File: src/rtl/div_seq_ctrl.sv
`default_nettype none
// ============================================================================
// Module      : div_seq_ctrl
// Description : Sequencing controller for an iterative divider. Walks an
//               IDLE -> LOAD -> RUN (STEPS cycles) -> DONE sequence. A zero
//               divisor ends the operation early with an error. Abort cancels
//               the operation. One Start request that arrives while busy can
//               be held pending.
// Revision    : 1.0 - initial release
// ============================================================================
module div_seq_ctrl #(
    parameter int STEPS      = 8,   // iteration cycles per operation (1..255)
    parameter int EDGE_START = 1,   // 1: rising edge of Start, 0: level
    parameter int QUEUE_EN   = 1,   // 1: hold one request arriving while busy
    parameter int CW         = 8    // count width, 2**CW > STEPS
) (
    input  logic          Clk,
    input  logic          Reset,    // asynchronous, active low
    input  logic          Start,
    input  logic          Abort,
    input  logic          Zero,
    output logic          run,
    output logic          load,
    output logic          step_en,
    output logic [CW-1:0] count,
    output logic          done,
    output logic          err,
    output logic          busy,
    output logic          pend
);

    localparam logic [1:0] c_ST_IDLE = 2'd0;
    localparam logic [1:0] c_ST_LOAD = 2'd1;
    localparam logic [1:0] c_ST_RUN  = 2'd2;
    localparam logic [1:0] c_ST_DONE = 2'd3;

    localparam logic [CW-1:0] c_LAST = CW'(STEPS - 1);

    logic [1:0]    r_state;
    logic [1:0]    w_next_state;
    logic [CW-1:0] r_count;
    logic          r_err;
    logic          r_pend;
    logic          w_start_evt;
    logic          w_abort;

    // Abort only matters while an operation is actually in LOAD or RUN
    assign w_abort = Abort && ((r_state == c_ST_LOAD) || (r_state == c_ST_RUN));

    generate
        if (EDGE_START != 0) begin : g_edge_start
            logic r_start_prev;

            // Previous Start resets high so a Start already asserted at
            // reset release must fall before it can trigger an operation
            always_ff @(posedge Clk or negedge Reset) begin
                if (!Reset) begin
                    r_start_prev <= 1'b1;
                end else begin
                    r_start_prev <= Start;
                end
            end

            assign w_start_evt = Start && !r_start_prev;
        end else begin : g_level_start
            assign w_start_evt = Start;
        end
    endgenerate

    // State register
    always_ff @(posedge Clk or negedge Reset) begin
        if (!Reset) begin
            r_state <= c_ST_IDLE;
        end else begin
            r_state <= w_next_state;
        end
    end

    // Next-state decode; Abort outranks both Zero and the normal sequence
    always_comb begin
        w_next_state = r_state;
        case (r_state)
            c_ST_IDLE: begin
                if (w_start_evt) begin
                    w_next_state = c_ST_LOAD;
                end
            end
            c_ST_LOAD: begin
                if (Abort) begin
                    w_next_state = c_ST_IDLE;
                end else if (Zero) begin
                    w_next_state = c_ST_DONE;
                end else begin
                    w_next_state = c_ST_RUN;
                end
            end
            c_ST_RUN: begin
                if (Abort) begin
                    w_next_state = c_ST_IDLE;
                end else if (r_count == c_LAST) begin
                    w_next_state = c_ST_DONE;
                end
            end
            c_ST_DONE: begin
                // A request arriving in DONE is consumed on the same edge
                if (r_pend || (w_start_evt && (QUEUE_EN != 0))) begin
                    w_next_state = c_ST_LOAD;
                end else begin
                    w_next_state = c_ST_IDLE;
                end
            end
            default: begin
                w_next_state = c_ST_IDLE;
            end
        endcase
    end

    // Output decode from registered state only: no input-to-output path
    always_comb begin
        run     = (r_state == c_ST_LOAD) || (r_state == c_ST_RUN);
        load    = (r_state == c_ST_LOAD);
        step_en = (r_state == c_ST_RUN);
        done    = (r_state == c_ST_DONE);
        busy    = (r_state != c_ST_IDLE);
    end

    // Iteration counter: counts through RUN, zero everywhere else
    always_ff @(posedge Clk or negedge Reset) begin
        if (!Reset) begin
            r_count <= '0;
        end else if ((r_state == c_ST_RUN) && (w_next_state == c_ST_RUN)) begin
            r_count <= r_count + CW'(1);
        end else begin
            r_count <= '0;
        end
    end

    // Error flag: cleared when an operation loads, set on a zero-divisor exit
    always_ff @(posedge Clk or negedge Reset) begin
        if (!Reset) begin
            r_err <= 1'b0;
        end else if (w_next_state == c_ST_LOAD) begin
            r_err <= 1'b0;
        end else if ((r_state == c_ST_LOAD) && (w_next_state == c_ST_DONE)) begin
            r_err <= 1'b1;
        end
    end

    generate
        if (QUEUE_EN != 0) begin : g_queue
            // Pending request: set by a start event while busy, cleared by
            // abort or by the DONE cycle (which consumes it)
            always_ff @(posedge Clk or negedge Reset) begin
                if (!Reset) begin
                    r_pend <= 1'b0;
                end else if (w_abort || (r_state == c_ST_DONE)) begin
                    r_pend <= 1'b0;
                end else if (w_start_evt && (r_state != c_ST_IDLE)) begin
                    r_pend <= 1'b1;
                end
            end
        end else begin : g_no_queue
            assign r_pend = 1'b0;
        end
    endgenerate

    assign count = r_count;
    assign err   = r_err;
    assign pend  = r_pend;

endmodule
`default_nettype wire

File: config.mk
export PLATFORM = sky130hd
export DESIGN_NAME = div_seq_ctrl
export DESIGN_NICKNAME = d
export VERILOG_FILES = /design/src/rtl/div_seq_ctrl.sv
export SDC_FILE = /design/constraint.sdc
export NUM_CORES = 1
export LEC_CHECK = 0
export CORE_MARGIN = 5
export CORE_UTILIZATION = 41
export CTS_BUF_LIST = sky130_fd_sc_hd__clkbuf_2
export DETAILED_ROUTE_END_ITERATION = 8
export HOLD_SLACK_MARGIN = 0.12
export PLACE_DENSITY = 0.7
export SYNTH_ARGS = -nofsm -noshare
export SYNTH_HDL_FRONTEND = slang
export SYNTH_SLANG_ARGS = --single-unit
File: constraint.sdc
create_clock -name Clk -period 1.77 [get_ports Clk]
set_input_delay 0.2655 -clock Clk [delete_from_list [all_inputs] [get_ports Clk]]
set_output_delay 0.2655 -clock Clk [all_outputs]
set_load 0.05 [all_outputs]
==> results of run 1 <==
placed cells by master, fill, tap and decap left out:
| master | n |
|---|---|
| buf_4 | 23 |
| nor2_1 | 9 |
| dfrtp_1 | 9 |
| buf_12 | 5 |
| clkdlybuf4s50_1 | 4 |
| inv_1 | 3 |
| nand3_1 | 3 |
| xor2_1 | 3 |
| xnor2_1 | 3 |
| ha_4 | 3 |
| clkbuf_2 | 3 |
| dfrtp_2 | 3 |
| and3_2 | 2 |
| ha_1 | 2 |
| nor2b_1 | 1 |
| nor4b_4 | 1 |
| and4bb_1 | 1 |
| a221oi_2 | 1 |
| or2_2 | 1 |
| o32ai_2 | 1 |
| inv_2 | 1 |
| nor3_2 | 1 |
| a22o_2 | 1 |
| a21oi_2 | 1 |
| o21ai_0 | 1 |
| o211a_4 | 1 |
| and3_1 | 1 |
| o211ai_4 | 1 |
| a21oi_1 | 1 |
| a211oi_1 | 1 |
| nor3b_2 | 1 |
| o32a_1 | 1 |
| clkinv_2 | 1 |
| dfstp_2 | 1 |
state kept, by name, indices dropped and copies added, names as in the netlist:
name,count
count,8
err,1
g_edge_start.r_start_prev,1
pend,1
r_state,2
area by class of cell:
cell class | instances | share of cell area [%]
Clock buffer | 3 | 1.35
Clock inverter | 1 | 0.451
Timing Repair Buffer | 32 | 28.2
Multi-Input combinational cell | 42 | 37.0
Tap cell | 17 | 1.92
Sequential cell | 13 | 29.8
Inverter | 4 | 1.35
logic make-up (layout without fill, tap and decap cells):
family          Yosys count  in the layout  share of synthesized area, %
simple gates             21             21                          19.2
flops                    13             13                          46.0
compound gates           10             10                          16.4
xor+xnor                  6              6                          7.41
fa+ha+maj                 5              5                          8.82
buf+inv                   4             40                          2.12
path summary, 6_finish.rpt:
kind                            slack (ps)                        end
worst max-delay path                    30                        err
worst min-delay path                   350                   count[3]
worst max register to register          30                        err
worst min register to register         550                        err
max in group asynchronous              990                 r_state[0]
min in group Clk                       410  g_edge_start.r_start_prev
worst max-delay path, stage by stage (launching register included):
cell and delay [ps]:
dfrtp_2 420, inv_2 80, ha_4 150, nor4b_4 260, a21oi_2 90, o211a_4 260
o32a_1 360
power groups by stage:
stage,clock [W],sequential (W),combinational [W]
after global routing,0.000163,0.000371,0.00108
final,0.000143,0.000366,0.00103
after floorplan,0,0.000452,0.000533
after CTS,0.000150,0.000366,0.00101
after global placement,0,0.000375,0.000987
after detailed placement,0,0.000375,0.000994
per-layer routing:
| layer | routed length [um] | global-route usage, % |
|---|---|---|
| met1 | 605 | 14.0 |
| met2 | 849 | 25.4 |
| met3 | 66 | 3.72 |
| met4 | 10 | 5.24 |
| met5 | 0 | 0 |
metrics by stage:
stage	hold slack, ps	setup slack (ps)	TNS, ps	cells
after floorplan	-30.1	-49.5	-398	59
after global placement	524	13.3	0	103
after detailed placement	538	1.77	0	103
after CTS	358	-14.0	-14.0	109
after global routing	385	-78.6	-385	112
final	348	31.0	0	112
what timing repair did:
item,in CTS,in global routing
setup endpoints to repair,3,10
setup buffers,2,3
pin swaps,3,6
hold endpoints to repair,0,0
==> results by group, run 1 <==
Run status
  – Run status: finished clean

Yosys
  – Syn_area_per_cell: 12.0 um^2
  – Top cells by area, synth: dfrtp_1, ha_1, nor2_1
  – YS warnings: 0
  – Syn_nets: 69
  – Post-synth top area share: 42.3%
  – Post-synth top cells: dfrtp_1, nor2_1, ha_1, inv_1
  – Synth async-reset ratio: 100%
  – Mapped Cells: 59
  – Post-synthesis sequential area ratio: 46.0%
  – Yosys cell types: 26
  – Post-synth EDFFs: 0
  – Yosys reg bits: 13
  – Synthesized area: 709 um^2
  – Largest area contributor in the netlist: dfrtp_1
  – Synth Flop Type: dfrtp_1
  – Top-count cell post-synth: dfrtp_1

Routing
  – Post-DRT Antenna Nets: 0
  – Initial DRC count: 2
  – DR pass1 iterations: 2
  – WL/cell: 13.7 um
  – Post-route DRC: 0
  – Vias/cell: 4.96
  – Wirelength, routed: 1530 um
  – Vias: 556

Floorplanning
  – Die width: 51.6 um
  – Die Y: 51.6 um
  – Io pins: 20
  – Core Box Area: 1690 um^2
  – FP Rows: 15
  – Initial Util: 42.0%
  – Die area: 2660 um^2

Cells and area
  – Layout area overhead: 56.4%
  – Multi-input logic area: 410 um^2
  – Nets: 106
  – # fillers: 135
  – Share of layout cells above drive strength 1: 54.7%
  – Design area: 1110 um^2
  – N_diodes: 0
  – Register cell area after layout: 330 um^2
  – Post-layout util: 65.7%

Power and ir drop
  – Clock Power Share: 9.3%
  – Power Total: 0.00154 W
  – IR Drop Worst-Case VDD: 654 uV
  – Static Leakage: 0.500 nW
  – Net Sw Power: 0.000675 W
  – Power share of the combinational group: 66.9%
  – Int Power: 0.000865 W
  – Switching fraction of total power: 43.8%
  – Seq pwr share: 23.8%
  – PD cells: 1390 nW/um^2

Place
  – IO buf count: 19
  – Area post-placement: 1050 um^2
  – Placer Congestion: 0.763
  – Final HPWL DP: 1240 um

Worst setup path
  – R2R Path Start: r_state[0]
  – Startpoint types: flip-flop
  – Req. time, crit path: 1920 ps
  – Worst Path Arrival: 1890 ps
  – Worst-path maximum fanout: 4
  – FF-to-FF path depth: 6
  – CP endpoint kind: flip-flop
  – Setup CP Type: flip-flop to flip-flop
  – Worst Setup SP: r_state[0]

Timing
  – Relative slew slack: 60.9%
  – Slew Limit Fails: 0
  – Endpoints failing hold: 0
  – Final setup viols: 0
  – F_max: 575 MHz
  – Slew @ Worst Pin: 584 ps
  – RSZ-0062 raised after global routing: true
  – Period utilisation layout: 98.3%
  – Worst Skew: 16.4 ps
  – Final Critical Period: 1740 ps

Clock tree
  – CTS tree: built
  – TritonCTS Sinks: 13
  – Post-CTS Hold Buffers: 0
  – CTS Buf Count: 3
  – Clk buf depth: 2
  – Root buf cell: clkbuf_2
  – H-tree depth: 1
  – Post-CTS resize count: 0
  – Worst-Skew Late Latency: 270 ps
  – Clock slew at reported path FFs: 130 ps

GRT
  – Initial antenna violation count: 0
  – Largest net degree at the start of global routing: 14
  – Total track usage: 13.5%
  – Grt ovf: 0
  – First-pass GRT wire length: 2620 um
  – Vias in the first global route: 600

Worst hold path
  – Worst hold path type: input pin to async pin

Job
  – Max Cap Viol: 0
Note: power is estimated with default switching activity, not from simulation.
==> run 2: changes to the inputs <==
PLACE_DENSITY = 0.73   (was 0.7)
SKIP_LAST_GASP = 1   (was unset)
==> results by group, run 2 (synthesis results as in run 1) <==
Timing
  – Slew @ Worst Pin: 551 ps (was 584 ps)
  – Final setup viols: 0 (unchanged)
  – Period utilisation layout: 97.1% (was 98.3%)
  – Worst setup slack after layout: 51.2 ps (was 31.0 ps)
  – Slew Limit Fails: 0 (unchanged)
  – F_max: 582 MHz (was 575 MHz)
  – Worst Skew: 0.169 ps (was 16.4 ps)
  – RSZ-0062 raised after global routing: true (unchanged)
  – Final Critical Period: 1720 ps (was 1740 ps)
  – Worst hold slack: 356 ps (was 348 ps)
  – Relative slew slack: 63.2% (was 60.9%)
  – Final TNS setup: 0 ps (unchanged)
  – Endpoints failing hold: 0 (unchanged)

GRT
  – GRT Max-Usage Layer: met2 (unchanged)
  – First-pass GRT wire length: 2460 um (was 2620 um)
  – Grt ovf: 0 (unchanged)
  – Vias in the first global route: 573 (was 600)
  – Initial antenna violation count: 0 (unchanged)
  – Met2 Use GR: 22.5% (was 25.4%)
  – M1 GR Usage: 14.3% (was 14.0%)
  – Largest net degree at the start of global routing: 14 (unchanged)
  – Total track usage: 12.7% (was 13.5%)
  – Met3 Use GR: 2.29% (was 3.72%)

Floorplanning
  – Initial Util: 42.0% (unchanged)
  – Io pins: 20 (unchanged)
  – FP Rows: 15 (unchanged)
  – Die area: 2660 um^2 (unchanged)
  – Die width: 51.6 um (unchanged)
  – Core Box Area: 1690 um^2 (unchanged)
  – Die Y: 51.6 um (unchanged)

Routing
  – DR pass1 iterations: 3 (was 2)
  – Post-route DRC: 0 (unchanged)
  – Wirelength, routed: 1420 um (was 1530 um)
  – Initial DRC count: 2 (unchanged)
  – WL/cell: 13.3 um (was 13.7 um)
  – Vias/cell: 5.08 (was 4.96)
  – Vias: 544 (was 556)
  – Post-DRT Antenna Nets: 0 (unchanged)

Place
  – IO buf count: 19 (unchanged)
  – Placed instance count: 100 (was 103)
  – Final HPWL DP: 1160 um (was 1240 um)
  – Placer Congestion: 0.772 (was 0.763)
  – Post-place setup slack: 16.9 ps (was 1.77 ps)

Cells and area
  – Layout area overhead: 51.1% (was 56.4%)
  – Share of layout cells above drive strength 1: 55.6% (was 54.7%)
  – N_diodes: 0 (unchanged)
  – Most frequent cells in the layout: buf_4, nor2_1, dfrtp_1, buf_12 (was buf_4, nor2_1, dfrtp_1, buf_12, clkdlybuf4s50_1)
  – # fillers: 134 (was 135)
  – Largest register FFs: 8 (unchanged)
  – Most common cell after layout, fill and taps aside: buf_4 (unchanged)
  – Fin cells: 107 (was 112)
  – Nets: 101 (was 106)

Worst setup path
  – R2R setup slack: 50 ps (was 30 ps)
  – RR Endpoint: err (unchanged)
  – FF-to-FF path depth: 5 (was 6)
  – Startpoint types: flip-flop (unchanged)
  – Worst Path Arrival: 1870 ps (was 1890 ps)
  – Req. time, crit path: 1920 ps (about the same)
  – CP max stage cell: dfrtp_2 (unchanged)
  – Worst-path maximum fanout: 4 (unchanged)
  – R2R Path Start: count[0] (was r_state[0])
  – CP endpoint kind: flip-flop (unchanged)
  – Setup CP Type: flip-flop to flip-flop (unchanged)
  – Crit path cell chain: ha_4, and4bb_2, a221oi_2, o32ai_2, o32a_1 (was inv_2, ha_4, nor4b_4, a21oi_2, o211a_4, o32a_1)
  – Largest stage delay on the critical path: 460 ps (was 420 ps)

Clock tree
  – Clk buf depth: 2 (unchanged)
  – TritonCTS Sinks: 13 (unchanged)
  – Worst-Skew Late Latency: 250 ps (was 270 ps)
  – H-tree depth: 1 (unchanged)
  – CTS tree: built (unchanged)
  – Root buf cell: clkbuf_2 (unchanged)
  – CTS Buf Count: 3 (unchanged)
  – Clock slew at reported path FFs: 110 ps (was 130 ps)

Power and ir drop
  – PD cells: 1420 nW/um^2 (was 1390 nW/um^2)
  – IR Drop Worst-Case VDD: 1010 uV (was 654 uV)
  – Power Total: 0.00153 W (was 0.00154 W)
  – Static Leakage: 0.471 nW (was 0.500 nW)

Run status
  – Run status: finished clean (unchanged)

Worst hold path
  – Worst hold path type: input pin to async pin (unchanged)

Job
  – Max Cap Viol: 0 (unchanged)
-- run 2: changes by cell type in the layout (fill, tap and decap cells not counted) --
cell	delta
and4bb_1	-1
inv_1	-2
inv_2	+2
clkinv_2	-1
and4bb_2	+1
buf_4	-5
clkbuf_2	+1
-- run 2: worst max-delay path by stage --
stage                     to  slack [ps]  startpoint  depth (start not counted)
finish                   err          50    count[0]                          5
global route        count[4]         -40  r_state[0]                          7
CTS                     busy           9  r_state[1]                          5
detailed placement  count[6]          20       Start                          6
global placement         err          30    count[0]                          5
floorplan           count[2]         -50  r_state[0]                          7
-- run 2: power breakdown --
part,total [W],leakage [nW],internal [W],switching [W]
registers,0.000367,0.169,0.000339,0.0000283
clock network,0.000146,0.0166,0.0000600,0.0000857
logic,0.00101,0.285,0.000460,0.000552
-- run 2: metal layers --
layer	up-vias	wire length (um)
met3	2	65
met1	258	586
met2	12	757
met5	-	0
met4	0	8
li1	272	-
-- run 2: timing repair --
action | 4_1_cts | 5_1_grt
gates resized for setup | 0 | 3
hold buffers | 0 | 0
endpoints found under the hold margin | 0 | 0
buffers inserted | 0 | 3
endpoints found under the setup margin | 0 | 10
-- run 2: final cells by class --
cell class / instances / area [um^2] / share of cell area [%]
flip-flops and latches: 13 / 330 / 30.8
inverters: 4 / 15.0 / 1.40
multi-input cells: 42 / 410 / 38.3
well taps: 17 / 21.3 / 1.98
repair buffers: 27 / 275 / 25.7
clock buffers: 4 / 20.0 / 1.87
-- run 2: worst max-delay path: cells and delay by family, from the launching register on --
| family | cells | cell delay, ps |
|---|---|---|
| AO/OA/AOI/OAI | 3 | 730 |
| flip-flops | 1 | 460 |
| AND/OR/NAND/NOR | 1 | 250 |
| adder cells (fa/ha/maj) | 1 | 180 |
-- run 2: through the flow --
step           util, %  instance area (um^2)
4_1_cts           62.1                  1050
2_1_floorplan        -                   756
6_report          63.5                  1070
3_5_place_dp      61.0                  1030
5_1_grt           63.5                  1070
3_3_place_gp      61.0                  1030
==> patch (flow settings as in run 1) <==
Reset style: synchronous (`Reset`), changed in 5 clocked blocks. Comments in the files are not updated.
--- a/src/rtl/div_seq_ctrl.sv
+++ b/src/rtl/div_seq_ctrl.sv
@@ -55,3 +55,3 @@
             // reset release must fall before it can trigger an operation
-            always_ff @(posedge Clk or negedge Reset) begin
+            always_ff @(posedge Clk) begin
                 if (!Reset) begin
@@ -70,3 +70,3 @@
     // State register
-    always_ff @(posedge Clk or negedge Reset) begin
+    always_ff @(posedge Clk) begin
         if (!Reset) begin
@@ -127,3 +127,3 @@
     // Iteration counter: counts through RUN, zero everywhere else
-    always_ff @(posedge Clk or negedge Reset) begin
+    always_ff @(posedge Clk) begin
         if (!Reset) begin
@@ -138,3 +138,3 @@
     // Error flag: cleared when an operation loads, set on a zero-divisor exit
-    always_ff @(posedge Clk or negedge Reset) begin
+    always_ff @(posedge Clk) begin
         if (!Reset) begin
@@ -152,3 +152,3 @@
             // abort or by the DONE cycle (which consumes it)
-            always_ff @(posedge Clk or negedge Reset) begin
+            always_ff @(posedge Clk) begin
                 if (!Reset) begin
Check against the original RTL: differs if Reset is asserted again (counterexample within 4 cycles, from zero or initial values and one cycle with Reset low); with Reset held inactive, the same outputs for 10 cycles.
==> patch against run 1 <==
The run now ends with negative setup slack left; sequential cell count unchanged; cell area decreased by 1.2%; setup slack got worse by 0.16 ns; area after synthesis decreased by 7.1%; non-clock buffer count increased by 6; final cell count increased by 13%; wire length increased by 11%; fmax decreased by 8.3%; core utilization increased by 6.2 points; critical path type unchanged.
Power is not compared: it rests on default switching activity, and its combinational part moved more than twofold at a synthesized area within 25%.
==> patch: results (changes against run 1) <==
- Worst r2r path cells: 5 (was 6)
- FF-to-FF End: err (unchanged)
- Dpl cell area: 1050 sq um (about the same)
- Final setup viols: 9 (was 0)
- Kind of cell adding the most delay to the critical path: simple AND/OR/NAND/NOR gates (was compound AO/OA/AOI/OAI gates)
- Worst Skew: 0.00161 ns (was 0.0164 ns)
- Final net count: 122 (was 106)
- Drt first pass iters: 4 (was 2)
- Clock Tree Buf Depth: 2 (unchanged)
- Initial DRC count: 4 (was 2)
- H-tree lvl count: 1 (unchanged)
- Initial antenna violation count: 0 (unchanged)
- Final WS setup: -0.126 ns (was 0.0310 ns)
- Clock group total power: 0.153 mW
- Worst path slowest cell: or4_4 (was dfrtp_2)
- Synth cell types: 27 (was 26)
- CP max FO: 3 (was 4)
- Syn Nets: 79 (was 69)
- Crit path launch: count[4] (was r_state[0])
- First-pass GRT wire length: 2.78 mm (was 2.62 mm)
- Leakage power total: 0.472 nW
- YS warnings: 0 (unchanged)
- Max reg flops: 8 (unchanged)
- Leading area contributor after synthesis: dfxtp_1 (was dfrtp_1)
- Total GRT Usage: 14.2% (was 13.5%)
- Post-Route Setup TNS: -0.652 ns (was 0 ns)
- Hold Crit Start: err
- Max IR drop VDD: 0.535 mV
- Status: finished, violations left (was completed)
- Failing checks: negative setup slack
- Max incr delay on CP: 0.46 ns (was 0.42 ns)
- Worst-path clk slew: around 0.12 ns
- CP arrival: 2.07 ns (was 1.89 ns)
- Register area share after synthesis: 39.5% (was 46.0%)
- DR vias/cell: 5.04 (was 4.96)
- GPL Wtd Cong: 0.814 (was 0.763)
- Synth async-reset ratio: 0% (was 100%)
- WHS Endpoint: err
- Worst min-delay path category: register to register (was input port to asynchronous set/reset pin)
- Share of layout cells above drive strength 1: 50.5% (was 54.7%)
- Comb. pwr: 0.223 mW
- Synth cell count leaders: dfxtp_1, nor2_1, inv_1 (was dfrtp_1, nor2_1, ha_1)
- Mux share of post-synthesis cell area: 0% (unchanged)
- Compound-cell area share of the yosys netlist: 17.1% (was 16.4%)
- Antenna Diode Count: 0 (unchanged)
- CTS Buf Count: 3 (unchanged)
- Hpwl dp: 1.39 mm (was 1.24 mm)
- Crit path kind: register to register (unchanged)
- Top cells by area, synth: dfxtp_1, ha_1, nor2_1 (was dfrtp_1, ha_1, nor2_1)
- Synth Area in Adders: 9.49% (was 8.82%)
- Routed WL per cell: 13.4 microns (was 13.7 microns)
- Vias in the first global route: 668 (was 600)
- Xor/xnor share of the synthesized area: 7.97% (was 7.41%)
- Largest net degree at the start of global routing: 9 (was 14)
- Root Driver: clkbuf_2 (unchanged)
- Max-Slew Margin vs Limit: 67.3% (was 60.9%)
[patch: cell types whose count changed after synthesis, moves of 2 or more]
| cell | before | now |
|---|---|---|
| dfrtp_1 | 12 | 0 |
| nor2_1 | 9 | 11 |
| nand2b_1 | 0 | 2 |
| inv_1 | 4 | 6 |
| dfxtp_1 | 0 | 13 |
[patch: cell type report]
class | count | area (sq um)
Sequential cell | 13 | 280
Clock buffer | 4 | 20.0
Multi-Input combinational cell | 50 | 405
Timing Repair Buffer | 38 | 348
Tap cell | 16 | 20.0
Inverter | 6 | 22.5
Fill cell | 117 | 428
[patch: repair_timing]
action | in CTS | in global routing
hold buffers | 0 | 0
pin swaps | 6 | 2
endpoints found under the setup margin | 9 | 10
buffers inserted | 1 | 0
resized for setup | 1 | 4
[patch: kinds of logic after synthesis]
| family | after synthesis |
|---|---|
| simple gates | 27 |
| flops | 13 |
| compound gates | 12 |
| xor+xnor | 6 |
| buf+inv | 6 |
| fa+ha+maj | 5 |
[patch: through the flow]
stage / util (%) / hold slack [ns] / worst slack, ns / instances / power, mW
floorplan: - / 0.339 / -0.164 / 69 / 0.413
global placement: 69.2 / 0.518 / -0.0914 / 122 / 0.519
detailed placement: 69.2 / 0.518 / -0.123 / 122 / 0.525
CTS: 71.6 / 0.558 / -0.128 / 127 / 0.681
global route: 71.9 / 0.581 / -0.167 / 127 / 0.711
finish: 71.9 / 0.556 / -0.126 / 127 / 0.677
[patch: routing by layer]
metal  track usage (%)  share of wire (%)  wire (microns)  vias up
met5                 0                  0               0        -
met3              3.61                5.1              87        2
li1                  -                  -               -      322
met4              6.55                1.1              19        0
met1              16.3                 44             754      301
met2              24.1                 49             843       15
